==> config.mk <==
export PLATFORM = sky130hd
export DESIGN_NAME = fir_coeff_loader
export DESIGN_NICKNAME = d
export VERILOG_FILES = /design/src/rtl/fir_coeff_loader.sv
export SDC_FILE = /design/constraint.sdc
export NUM_CORES = 1
export LEC_CHECK = 0
export CORE_MARGIN = 1
export CORE_UTILIZATION = 53
export CTS_CLUSTER_SIZE = 14
export DETAILED_ROUTE_END_ITERATION = 16
export HOLD_SLACK_MARGIN = 0.03
export PLACE_DENSITY = 0.92
export SYNTH_ARGS = -nofsm -noshare
export SYNTH_HDL_FRONTEND = slang
export SYNTH_SLANG_ARGS = --single-unit
==> constraint.sdc <==
create_clock -name clk -period 5.22 [get_ports clk]
set_input_delay 0.522 -clock clk [delete_from_list [all_inputs] [get_ports clk]]
set_output_delay 0.522 -clock clk [all_outputs]
set_load 0.02 [all_outputs]
==> src/rtl/fir_coeff_loader.sv <==
// Coefficient loader: turns a valid/ready coefficient stream into FIR control-register
// writes (CLEAR, one STORE per tap, closing NOP) and stalls the FIR MAC for the whole load.
module fir_coeff_loader #(
  parameter int TAP       = 32,
  parameter int DIM_COEFF = 16,
  parameter int GAP       = 2
) (
  input  logic                 clk,
  input  logic                 rst,
  input  logic                 start,
  input  logic [7:0]           n_taps,
  input  logic [DIM_COEFF-1:0] coeff_in,
  input  logic                 coeff_valid,
  output logic                 coeff_ready,
  output logic                 we_out,
  output logic [31:0]          cr_out,
  output logic                 stall_out,
  output logic                 busy,
  output logic                 done,
  output logic                 err
);

  typedef enum logic [2:0] {
    S_IDLE, S_CLR, S_GAP, S_WAIT, S_STO, S_NOP, S_FIN
  } state_t;

  typedef struct packed {
    logic [DIM_COEFF-1:0] coeff;
    logic [7:0]           idx;
    logic [3:0]           op;
    logic [3:0]           rsvd;
  } cr_t;

  localparam logic [3:0] OP_NOP = 4'h0;
  localparam logic [3:0] OP_CLR = 4'h1;
  localparam logic [3:0] OP_STO = 4'h2;
  localparam logic [3:0] GAP_M1 = 4'(GAP - 1);
  localparam logic [8:0] TAP_W  = 9'(TAP);

  state_t     state;
  logic [7:0] n_lat;
  logic [7:0] idx;
  logic [3:0] gap_cnt;
  logic       start_ok;
  cr_t        clr_w, sto_w, nop_w;

  assign start_ok  = (n_taps != 8'd0) && ({1'b0, n_taps} <= TAP_W);
  assign stall_out = busy;

  always_comb begin
    clr_w = '{coeff: '0,       idx: 8'd0, op: OP_CLR, rsvd: 4'h0};
    sto_w = '{coeff: coeff_in, idx: idx,  op: OP_STO, rsvd: 4'h0};
    nop_w = '{coeff: '0,       idx: 8'd0, op: OP_NOP, rsvd: 4'h0};
  end

  // Outputs are registered on the transition into the state that owns them,
  // so each state's output is visible during that state's cycle.
  always_ff @(posedge clk or posedge rst) begin
    if (rst) begin
      state       <= S_IDLE;
      n_lat       <= 8'd0;
      idx         <= 8'd0;
      gap_cnt     <= 4'd0;
      coeff_ready <= 1'b0;
      we_out      <= 1'b0;
      cr_out      <= 32'h0;
      busy        <= 1'b0;
      done        <= 1'b0;
      err         <= 1'b0;
    end else begin
      we_out <= 1'b0;
      done   <= 1'b0;
      err    <= 1'b0;
      case (state)
        S_IDLE: begin
          if (start) begin
            if (start_ok) begin
              n_lat  <= n_taps;
              idx    <= 8'd0;
              we_out <= 1'b1;
              cr_out <= clr_w;
              busy   <= 1'b1;
              state  <= S_CLR;
            end else begin
              err <= 1'b1;
            end
          end
        end
        S_CLR: begin
          gap_cnt <= GAP_M1;
          state   <= S_GAP;
        end
        S_GAP: begin
          if (gap_cnt == 4'd0) begin
            if (idx < n_lat) begin
              coeff_ready <= 1'b1;
              state       <= S_WAIT;
            end else begin
              we_out <= 1'b1;
              cr_out <= nop_w;
              state  <= S_NOP;
            end
          end else begin
            gap_cnt <= gap_cnt - 4'd1;
          end
        end
        S_WAIT: begin
          if (coeff_valid && coeff_ready) begin
            coeff_ready <= 1'b0;
            we_out      <= 1'b1;
            cr_out      <= sto_w;
            state       <= S_STO;
          end
        end
        S_STO: begin
          idx     <= idx + 8'd1;
          gap_cnt <= GAP_M1;
          state   <= S_GAP;
        end
        S_NOP: begin
          done  <= 1'b1;
          busy  <= 1'b0;
          state <= S_FIN;
        end
        S_FIN: state <= S_IDLE;
        default: state <= S_IDLE;
      endcase
    end
  end

endmodule

==> results.cfg <==
[clocking]
worstSkewPairLatency_ns = 0.31
cts_buffer_depth = 2
htree_levels = 2
cts_resized = 0
postCtsSetupBuffers = 0
cts_root_buf = clkbuf_8
tritoncts = built
clock_sinks = 54
cts_buffers = 5
clk_pin_slew_worst_paths_ns = 0.09
cts_hold_buffers = 0

[hold_path]
min_from = n_lat[0]
hold_depth = 2
hold_class = register to register

[global_routing]
grt_pass1_vias = 1912
grt_overflow_total = 0
grt_pass1_wl_um = 8920
antenna_found_initial = 0
grt_usage_pct = 21.9
grt_max_degree = 55

[timing]
layout_setup_ws_ns = 2.43
slew_headroom_pct = 27.5
slew_viol_final = 0
layout_min_cycle_time_ns = 2.79
tns_ns = 0
worst_pin_slew_ns = 1.09
timing.final.crit_share_pct = 53.4
rsz0062_at_grt = no
final-hold-violation-count = 0
setup_viol = 0
max_clock_freq_mhz = 358
timing.hold.ws_ns = 0.503
finalClockSkew_ns = 0.00855

[layout]
layout.cells.non_filler = 401
final_area_um2 = 3380
drive_gt1_share_pct = 4.19
num_antenna_cells = 0
area_delta_synth_final_pct = 24.3
nFillCells = 370
final_util_pct = 70.3
final_nets = 372

[setup_path]
start_kind = input port
crit_arrival_ns = 3.02
required_ns = 5.45
crit_type = input port to register
reg2reg_depth = 8
crit_chain = clkdlybuf4s50_1, or4_4, or3_1, a41oi_1, or4_1, buf_4, mux2i_1
r2r_start = gap_cnt[0]
crit_start = n_taps[0]
slowest_delay_ns = 0.56
crit_fanout = 27
cp_slowest_cell = or4_4
cp-end-kind = register

[placement]
pre_cts_ws_ns = 2.13
dp.cells = 394
port-buffer-count = 59
place.gp.congestion = 0.829
dp_hpwl_um = 3850
place_area_um2 = 3300

[synthesis]
yosys_most_used_dff = dfrtp_1
synth_cell_types = 38
netlist_instances = 281
yosys_warnings = 0
syn_area_um2 = 2720
synth-seq-cells = 54
avgSynthCellArea_um2 = 9.69
ys_seq_area_share_pct = 49.6
synth_edf_count = 0
synthArstFlopShare_pct = 100

[routing]
met2WireLength_um = 2650
wire_per_inst_um = 13.5
wl_met3_um = 341
dr.first_iter.drc_count = 128
highest_layer = met4
first_pass_iters = 4
ant_nets = 0
wl_met1_um = 2370
drt_wl_total_um = 5420
drc_errors = 0
viasPerCell = 5.25
dr_total_vias = 2106

[pwr]
p_leak_nw = 1.61
power_mw = 1.67
power.density_nw_per_um2 = 494
vdd_drop_max_uv = 313

[floorplanning]
die_area_um2 = 5430
start_util_pct = 56.5
num_rows = 25
die_h_um = 73.7
die_w_um = 73.7
ios = 66
core-area_um2 = 4820

[run]
maxCapViolCount = 0

[outcome]
status = complete, no violations
path summary, 6_finish.rpt:
| kind | endpoint | slack [ns] |
|---|---|---|
| worst max-delay path | cr_out[29] | 2.43 |
| worst min-delay path | n_lat[0] | 0.50 |
| worst max register to register | cr_out[5] | 2.67 |
| worst min register to register | n_lat[0] | 0.50 |
| max in group asynchronous | n_lat[5] | 3.76 |
| min in group asynchronous | cr_out[24] | 0.80 |
power breakdown:
group / internal [mW] / total [mW] / leakage (nW) / switching [mW]
Clock: 0.0923 / 0.226 / 0.0373 / 0.133
Sequential: 0.557 / 0.662 / 0.708 / 0.105
Combinational: 0.356 / 0.785 / 0.862 / 0.429
Total: 1.01 / 1.67 / 1.61 / 0.668
registers in the layout (all words and copies together) (netlist names):
| signal | flops |
|---|---|
| busy | 1 |
| coeff_ready | 1 |
| cr_out | 26 |
| done | 1 |
| err | 1 |
| gap_cnt | 4 |
| idx | 8 |
| n_lat | 8 |
| state | 3 |
| we_out | 1 |
metal layers:
layer,global-route usage [%],up-vias
met5,0,-
met4,6.41,0
met3,5.35,8
met2,36.4,74
met1,28.6,996
li1,-,1028
worst max-delay path, delay by kind of cell:
kind,cells,cell delay [ns]
simple gates,3,1.12
mux,1,0.27
compound gates,1,0.30
buf+inv,2,0.80
cells in the final DEF (no fill, tap or decap), types with 3 or more instances in the layout:
cell and n:
or3_1 4, mux2i_1 25, conb_1 6, clkbuf_8 5, o211ai_1 5, nor3b_1 3
nor2_1 14, nand3_1 4, nand2_1 44, a21oi_1 10, clkdlybuf4s50_1 59, a31oi_1 3
or4_1 4, o21ai_0 16, inv_1 37, ha_1 10, dfrtp_1 54
area by class of cell:
cell class | count | area (um2) | share of cell area, %
clock buffers | 6 | 72.6 | 2.14
multi-input cells | 175 | 1130 | 33.3
repair buffers | 60 | 598 | 17.7
flip-flops and latches | 54 | 1350 | 39.9
inverters | 38 | 143 | 4.21
clock inverters | 1 | 7.51 | 0.222
well taps | 67 | 83.8 | 2.48
synth_stat cells (all sizes together) (2+ instances only):
cell	count	area, um2
a41oi	2	17.5
nor2	15	56.3
or4	5	41.3
nor3b	3	22.5
xnor2	2	17.5
dfrtp	54	1350
a21oi	10	50.1
clkbuf	8	30.0
and3	2	12.5
nand3	4	20.0
or3	4	25.0
inv	38	143
o211ai	5	37.5
a22o	2	17.5
buf	11	91.3
o21ai	17	96.4
nor4	2	12.5
ha	10	125
mux2i	25	250
nand2	44	165
a31oi	3	18.8
and4	2	17.5
or3b	2	17.5
cell families after synthesis:
| logic type | share of synthesized area (%) |
|---|---|
| fa+ha+maj | 4.60 |
| compound gates | 10.6 |
| buf+inv | 9.70 |
| xor+xnor | 0.965 |
| flops | 49.6 |
| simple gates | 14.8 |
| other cells | 0.138 |
| mux | 9.60 |
No activity file was read; power rests on OpenSTA's default activity.
==> RTL change (same settings) <==
Make the reset (`rst`) synchronous in one clocked block.
--- a/src/rtl/fir_coeff_loader.sv
+++ b/src/rtl/fir_coeff_loader.sv
@@ -55,7 +55,7 @@
 
   // Outputs are registered on the transition into the state that owns them,
   // so each state's output is visible during that state's cycle.
-  always_ff @(posedge clk or posedge rst) begin
+  always_ff @(posedge clk) begin
     if (rst) begin
       state       <= S_IDLE;
       n_lat       <= 8'd0;
Formal check against the unedited RTL: differs if rst is asserted again (counterexample within 4 cycles, from zero or initial values and one cycle with rst high); with rst held inactive, the same outputs for 10 cycles.
==> RTL change against the unedited design <==
Register-to-register slack got worse by 0.04 ns; synthesized area down 11%; design area down 8.5%; first-iteration DRC count decreased by 21%; routed wire length down 1.2%; sequential cell count unchanged; worst setup slack worse by 0.16 ns; clock skew up 0.00070 ns; non-clock buffer count unchanged.
Power is not compared: it rests on default switching activity, and its combinational part moved more than twofold at a synthesized area within 25%.
==> RTL change: results (changes against the unedited design) <==
- R2R depth: 5 (-3)
- Reg2Reg Capture Point: cr_out[27]
- ANT nets after route: 0 (unchanged)
- Crit path from: n_taps[1]
- Initial antenna violation count: 0 (unchanged)
- Largest net degree at the start of global routing: 26 (-53%)
- Biggest regs: cr_out: 26 flops, idx: 8 flops, n_lat: 8 flops
- DP Area: 3000 sq um (-9.1%)
- Cts repair resizes: 0 (unchanged)
- Root Driver: clkbuf_8
- Final Setup Violations: 0 (unchanged)
- Worst EP arrival: 3.21 ns (+0.19 ns)
- Status: finished, final reports clean
- Worst slew pin tran: 1.04 ns (-0.0475 ns)
- WL final: 5350 um (-1.2%)
- DP Worst Slack: 1.93 ns (-0.197 ns)
- CP Max Fanout: 25 (-7.4%)
- Async SR Flop Fraction: 0% (-100 points)
- Worst Hold End: n_lat[6]
- Detailed Place HPWL: 3780 um (-1.9%)
- Initial DRC count: 101 (-21%)
- CTS buffer count: 5 (unchanged)
- WHS Path Cells: 2 (unchanged)
- Leading post-synthesis cells by cell area: dfxtp_1, a22o_1, ha_1
- Post-CTS Setup Bufs: 0 (unchanged)
- First-pass GRT wire length: 8830 um (-1.0%)
- Tot GR Track Use: 22.5% (+0.58 points)
- Worst hold start: n_lat[6]
- Via count: 2073 (-1.6%)
- Layout cells sized above 1: 7.77% (+3.6 points)
- FF-to-FF setup slack: 2.63 ns (-0.04 ns)
- Vias in the first global route: 1979 (+3.5%)
- Gp weighted congestion: 0.802 (-3.2%)
- Clock Skews: 0.00925 ns (+0.000697 ns)
- Ant diodes: 0 (unchanged)
- Commonest cells post-synth: dfxtp_1, a22o_1, nor2_1
- FF-to-FF Start: state[0]
- Seq/Total Area, Yosys: 44.5% (-5.2 points)
- Hold Slack: 0.456 ns (-0.0466 ns)
- Distinct cells, synth: 53 (+39%)
- Layout net count: 346 (-7.0%)
RTL change: changes by cell type after synthesis, moves of 22 or more:
cell / change
dfrtp_1: -54
mux2i_1: -25
nand2_1: -23
inv_1: -24
dfxtp_1: +54
a22o_1: +22
RTL change: worst max path at each step:
| stage | slack, ns | end | cells past startpoint |
|---|---|---|---|
| after CTS | 2.25 | cr_out[27] | 6 |
| final | 2.27 | cr_out[27] | 6 |
| after detailed placement | 1.93 | cr_out[27] | 6 |
| after global placement | 2.04 | cr_out[13] | 6 |
| after floorplan | 2.98 | idx[6] | 5 |
| after global routing | 2.09 | cr_out[26] | 6 |
RTL change: power breakdown:
group	internal [mW]	switching (mW)
logic	0.102	0.139
registers	0.438	0.0386
clock network	0.0971	0.144
RTL change: cells by family after synthesis:
| kind of cell | count (synthesis) | share of synthesized area (%) |
|---|---|---|
| compound gates | 68 | 22.6 |
| xor+xnor | 8 | 2.88 |
| fa+ha+maj | 10 | 5.15 |
| buf+inv | 33 | 6.90 |
| flops | 54 | 44.5 |
| mux | 1 | 0.617 |
| other cells | 1 | 0.154 |
| simple gates | 80 | 17.2 |
RTL change: critical path, stage by stage:
cell             delay (ns)
clkdlybuf4s50_1        0.42
or4_4                  0.59
o2111ai_4              0.32
nand3_2                0.27
a21oi_2                0.82
a22o_1                 0.25
RTL change: metal layers:
metal | global-route usage (%) | part of all wire, %
met1 | 27.8 | 45
met2 | 39.3 | 51
met3 | 5.09 | 3.6
met4 | 6.44 | 0.60
met5 | 0 | 0
RTL change: final cells by class:
type / count / area, sq um
Inverter: 14 / 52.6
Clock inverter: 3 / 25.0
Tap cell: 52 / 65.1
Timing Repair Buffer: 60 / 598
Fill cell: 320 / 1290
Multi-Input combinational cell: 173 / 1210
Sequential cell: 54 / 1080
Clock buffer: 5 / 68.8
RTL change: stage by stage:
step	cells	util, %
4_1_cts	361	70.6
6_report	361	70.6
5_1_grt	361	70.6
3_3_place_gp	353	68.5
2_1_floorplan	260	-
3_5_place_dp	353	68.5
